### src/rtl/btn_events_if.sv
// Button/key-event bundle between the front-panel debouncers, the event
// generator and the calculator input decoder.
interface btn_events_if #(
  parameter int N_BTN = 5
);
  localparam int KW = $clog2(N_BTN);

  logic [N_BTN-1:0] i_btn;
  logic             o_press;
  logic [KW-1:0]    o_code;
  logic             o_repeat;
  logic             o_held;

  // Source of button levels, consumer of key events
  modport master (
    output i_btn,
    input  o_press,
    input  o_code,
    input  o_repeat,
    input  o_held
  );

  // Event generator side
  modport slave (
    input  i_btn,
    output o_press,
    output o_code,
    output o_repeat,
    output o_held
  );
endinterface

### src/rtl/btn_events.sv
// Turns debounced button levels into one-cycle key-press events with
// typematic auto-repeat while the latched key stays held.
module btn_events #(
  parameter int N_BTN         = 5,
  parameter int CW            = 26,
  parameter int HOLD_CYCLES   = 50_000_000,
  parameter int REPEAT_CYCLES = 10_000_000
) (
  input  logic         i_clk,
  input  logic         i_rst,
  btn_events_if.slave  bus
);
  localparam int KW = $clog2(N_BTN);
  localparam logic [CW-1:0] HOLD_LOAD   = CW'(HOLD_CYCLES - 1);
  localparam logic [CW-1:0] REPEAT_LOAD = CW'(REPEAT_CYCLES - 1);

  typedef enum logic [1:0] {
    IDLE,
    DELAY,
    REPEAT
  } state_t;

  state_t           state, state_nxt;
  logic [N_BTN-1:0] prev;
  logic [N_BTN-1:0] rise;
  logic [KW-1:0]    key, key_nxt;
  logic [CW-1:0]    cnt, cnt_nxt;
  logic             press_q, press_nxt;
  logic             repeat_q, repeat_nxt;
  logic             held_q, held_nxt;
  logic             picked;

  // State, counter, latched key, edge history and registered outputs
  always_ff @(posedge i_clk) begin
    if (i_rst) begin
      state    <= IDLE;
      prev     <= '1;
      key      <= '0;
      cnt      <= '0;
      press_q  <= 1'b0;
      repeat_q <= 1'b0;
      held_q   <= 1'b0;
    end else begin
      state    <= state_nxt;
      prev     <= bus.i_btn;
      key      <= key_nxt;
      cnt      <= cnt_nxt;
      press_q  <= press_nxt;
      repeat_q <= repeat_nxt;
      held_q   <= held_nxt;
    end
  end

  // Edge detection, key selection and hold/repeat sequencing
  always_comb begin
    rise       = bus.i_btn & ~prev;
    state_nxt  = state;
    key_nxt    = key;
    cnt_nxt    = cnt;
    press_nxt  = 1'b0;
    repeat_nxt = 1'b0;
    picked     = 1'b0;

    case (state)
      IDLE: begin
        if (rise != '0) begin
          // Lowest index wins; other simultaneous edges are dropped for good
          for (int unsigned i = 0; i < N_BTN; i++) begin
            if (rise[i] && !picked) begin
              picked  = 1'b1;
              key_nxt = KW'(i);
            end
          end
          press_nxt = 1'b1;
          cnt_nxt   = HOLD_LOAD;
          state_nxt = DELAY;
        end
      end
      DELAY, REPEAT: begin
        if (!bus.i_btn[key]) begin
          state_nxt = IDLE;
        end else if (cnt == '0) begin
          press_nxt  = 1'b1;
          repeat_nxt = 1'b1;
          cnt_nxt    = REPEAT_LOAD;
          state_nxt  = REPEAT;
        end else begin
          cnt_nxt = cnt - CW'(1);
        end
      end
      default: state_nxt = IDLE;
    endcase

    held_nxt = (state_nxt != IDLE);
  end

  assign bus.o_press  = press_q;
  assign bus.o_code   = key;
  assign bus.o_repeat = repeat_q;
  assign bus.o_held   = held_q;
endmodule

### src/flat_wrapper.sv
// flat-port wrapper written by rule: the top's interface ports become plain ports
module btn_events_flat 
#(
  parameter int N_BTN         = 5,
  parameter int CW            = 26,
  parameter int HOLD_CYCLES   = 50_000_000,
  parameter int REPEAT_CYCLES = 10_000_000
)
  (i_clk, i_rst, bus_i_btn, bus_o_press, bus_o_code, bus_o_repeat, bus_o_held);
  btn_events_if #(.N_BTN(N_BTN)) bus_i ();
  input  logic i_clk;
  input  logic i_rst;
  input wire logic [$bits(bus_i.i_btn)-1:0] bus_i_btn;
  output wire logic [$bits(bus_i.o_press)-1:0] bus_o_press;
  output wire logic [$bits(bus_i.o_code)-1:0] bus_o_code;
  output wire logic [$bits(bus_i.o_repeat)-1:0] bus_o_repeat;
  output wire logic [$bits(bus_i.o_held)-1:0] bus_o_held;
  assign bus_i.i_btn = bus_i_btn;
  assign bus_o_press = bus_i.o_press;
  assign bus_o_code = bus_i.o_code;
  assign bus_o_repeat = bus_i.o_repeat;
  assign bus_o_held = bus_i.o_held;
  btn_events #(.N_BTN(N_BTN), .CW(CW), .HOLD_CYCLES(HOLD_CYCLES), .REPEAT_CYCLES(REPEAT_CYCLES)) u_core (.i_clk(i_clk), .i_rst(i_rst), .bus(bus_i));
endmodule
### config.mk
export PLATFORM = sky130hd
export DESIGN_NAME = btn_events_flat
export DESIGN_NICKNAME = d
export VERILOG_FILES = /design/src/rtl/btn_events_if.sv /design/src/rtl/btn_events.sv /design/src/flat_wrapper.sv
export SDC_FILE = /design/constraint.sdc
export NUM_CORES = 1
export LEC_CHECK = 0
export ABC_AREA = 1
export CAP_MARGIN = 20
export CELL_PAD_IN_SITES_DETAIL_PLACEMENT = 1
export CELL_PAD_IN_SITES_GLOBAL_PLACEMENT = 2
export CORE_ASPECT_RATIO = 1.4
export CORE_MARGIN = 2
export CORE_UTILIZATION = 33
export CTS_CLUSTER_SIZE = 10
export DETAILED_ROUTE_END_ITERATION = 6
export PLACE_DENSITY_LB_ADDON = 0.1
export SYNTH_ARGS = -nofsm -noshare
export SYNTH_HDL_FRONTEND = slang
export SYNTH_SLANG_ARGS = --single-unit
### constraint.sdc
create_clock -name i_clk -period 2.1 [get_ports i_clk]
set_clock_uncertainty 0.15 [all_clocks]
set_input_delay 0.42 -clock i_clk [delete_from_list [all_inputs] [get_ports i_clk]]
set_output_delay 0.42 -clock i_clk [all_outputs]
set_load 0.005 [all_outputs]
==> impl_metrics.tcl <==
set metrics [dict create \
    endpoint_kind "flop" \
    syn-num-nets 410 \
    io_pins 13 \
    postCtsHoldBufs 0 \
    ys_seq_elements 39 \
    fin_area_mm2 0.00302 \
    routed_wl_mm 7.92 \
    slew_viol_final 0 \
    crit_type "flop to flop" \
    die_height_um 107 \
    ys_types 32 \
    setup_tns_ns 0 \
    p_sw_share_pct 40.1 \
    core-area_mm2 0.00741 \
    min_period_ns 1.88 \
    clock_path_buffers 2 \
    crit_path_start_kind "flop" \
    cts_tree "built" \
    numCtsBuffers 5 \
    clock_sinks 39 \
    pwr-share-seq_pct 35.7 \
    power_leakage_nw 1.43 \
    synth_area_mm2 0.00252 \
    n_fill_cell 1014 \
    r2r-end "u_core.cnt[25]" \
    cts.htree.levels 2 \
    viasPerCell 4.81 \
    max_cap_viol_count 0 \
    dp_hpwl_mm 6.29 \
    die_area_mm2 0.00838 \
    relSlewSlack_pct 78.2 \
    nets 442 \
    mostFrequentLayoutCells "106 x nand2_1, 51 x nor2_1, 50 x inv_1" \
    syn_avg_cell_area_um2 6.33 \
    reg2regPathDepth 10 \
    layout.cells.most_common "nand2_1" \
    p_sw_w 0.00105 \
    timing.fmax_mhz 532 \
    pre_cts_slack_ns -0.00574 \
    seq_area_frac_synth_pct 30.9 \
    status "finished clean" \
    hold_violations 0 \
    cts_resized 0 \
    vias 2545 \
    syn2layout_area_growth_pct 19.5 \
    place_area_mm2 0.00291 \
    holdCritPathClass "flop to flop" \
    r2r-start "u_core.cnt[0]" \
    rows 37 \
    final.period_utilization_pct 89.5 \
    wl_per_cell_um 15.0 \
    cp.required_ns 2.16 \
    start_util_pct 34.1 \
    path_cells "inv_1, ha_1, nor3b_1, nand2_1, nor2_1, nand2_2, nand3_1, nand2_1, inv_1, nor2_1" \
    synthCells 399 \
    grt_pass1_vias 2746 \
    clock_latency_ns 0.31 \
    io_buffers 12 \
    grt_first_pass_wirelength_mm 13.1 \
    holdPathEnd "u_core.cnt[11]" \
    r2r_slack_ns 0.22 \
    layout_setup_ws_ns 0.221 \
    chipWidth_um 77.9 \
    antenna_cells 0 \
    worst_slew_pin_slew_ns 0.328 \
    combPwrFrac_pct 39.2 \
    p_int_w 0.00158 \
    drc 0 \
    drt_iter0_drc 93 \
    setup-violations-final 0 \
    hp-start "u_core.cnt[11]" \
    cp_slowest_cell "dfxtp_1" \
    powerDensity_mw_per_mm2 871 \
    overflow 0 \
    grtUsageTotal_pct 20.6 \
    rsz0062_at_grt "no" \
    antenna_found_initial 0 \
    place.gp.congestion 0.873 \
    final_core_util_pct 40.7 \
    clockPowerShare_pct 25.1 \
    yosysWarnings 0 \
    vdd_drop_max_v 0.000417 \
    hold-path-cell-count 2 \
    first_pass_iters 4 \
    arrival_ns 1.94 \
    crit_path_max_incr_delay_ns 0.32 \
    drt.antenna.violating_nets 0 \
    root_buffer "clkbuf_8" \
    grt_max_degree 18 \
    cts_setup_buffers 0 \
    clk_pin_slew_ns 0.09 \
    crit_fanout 9 \
    layout-drive-gt1-share_pct 18.3 \
]
final cells by class:
class	count	area [um^2]	area share, %
well taps	97	121	4.02
multi-input cells	296	1480	49.2
clock buffers	5	68.8	2.28
repair buffers	34	310	10.3
inverters	55	209	6.92
flip-flops and latches	39	781	25.9
clock inverters	3	43.8	1.45
power by group through the flow:
stage	Sequential [W]	Combinational [W]	Clock, W
floorplan	0.000926	0.000718	0
global placement	0.000953	0.00103	0
detailed placement	0.000956	0.00105	0
CTS	0.000940	0.00105	0.000688
global route	0.000953	0.00117	0.000709
finish	0.000939	0.00103	0.000660
critical path: cells and delay by family, from the launching register on:
| kind | cells | cell delay, ns |
|---|---|---|
| DFF | 1 | 0.32 |
| adders and majority gates | 1 | 0.18 |
| and+or+nand+nor | 7 | 0.93 |
| buffers and inverters | 2 | 0.19 |
state kept, by name (all words and copies together) (netlist names):
name and flops:
u_core.cnt 26, u_core.state 2, u_core.bus.o_code 3, u_core.bus.o_repeat 1
u_core.prev 5, u_core.bus.o_held 1, u_core.bus.o_press 1
cells by family (layout without fill, tap and decap cells):
| group | Yosys count | count (layout) | share of synthesized area, % |
|---|---|---|---|
| XOR/XNOR | 1 | 1 | 0.347 |
| AND/OR/NAND/NOR | 251 | 251 | 47.7 |
| flip-flops | 39 | 39 | 30.9 |
| buffers and inverters | 64 | 97 | 10.3 |
| AO/OA/AOI/OAI | 40 | 40 | 8.77 |
| adder cells (fa/ha/maj) | 4 | 4 | 1.98 |
metrics by stage:
stage                     power, W  hold slack, ns  std cells
after floorplan            0.00164           0.298        399
after global placement     0.00198           0.331        521
after detailed placement   0.00200           0.334        521
after CTS                  0.00268           0.352        529
after global routing       0.00283           0.385        529
final                      0.00263           0.346        529
worst max path at each step:
stage	from	endpoint	depth (start not counted)
after detailed placement	bus_i_btn[2]	u_core.cnt[19]	11
final	u_core.cnt[0]	u_core.cnt[25]	10
after CTS	u_core.cnt[0]	u_core.cnt[25]	10
after global routing	u_core.state[1]	u_core.cnt[19]	8
after global placement	bus_i_btn[2]	u_core.cnt[19]	11
after floorplan	u_core.state[1]	u_core.cnt[25]	9
Yosys cell counts:
master | number | area share, %
xnor2_1 | 1 | 0.35
o21bai_1 | 5 | 1.5
nand4_1 | 14 | 3.5
a21oi_2 | 1 | 0.35
o21ai_1 | 6 | 1.2
ha_1 | 4 | 2.0
a21oi_1 | 17 | 3.4
clkbuf_1 | 5 | 0.74
nand2_1 | 106 | 16
nor3_1 | 6 | 1.2
nand3_1 | 28 | 5.5
nand2_4 | 2 | 0.89
nor2_1 | 51 | 7.6
inv_4 | 1 | 0.25
nand3_2 | 3 | 1.2
nor2_4 | 4 | 1.8
inv_1 | 50 | 7.4
a211oi_1 | 1 | 0.30
or2_2 | 7 | 1.7
buf_2 | 2 | 0.40
inv_2 | 4 | 0.59
nand2_2 | 12 | 3.0
dfxtp_1 | 39 | 31
nand3b_1 | 1 | 0.30
nor2_2 | 13 | 3.2
nor2_8 | 1 | 0.79
nor3b_1 | 1 | 0.30
o21a_1 | 1 | 0.30
buf_6 | 2 | 0.89
o21ai_0 | 9 | 1.8
or2_0 | 1 | 0.25
nand3_4 | 1 | 0.69
per-layer routing:
layer	wire, um	GRT usage, %	vias up
li1	-	-	1320
met1	3100	20.2	1176
met2	4340	40.7	31
met3	126	2.85	18
met4	344	10.9	0
met5	0	0	-
No activity file was read; power rests on OpenSTA's default activity.
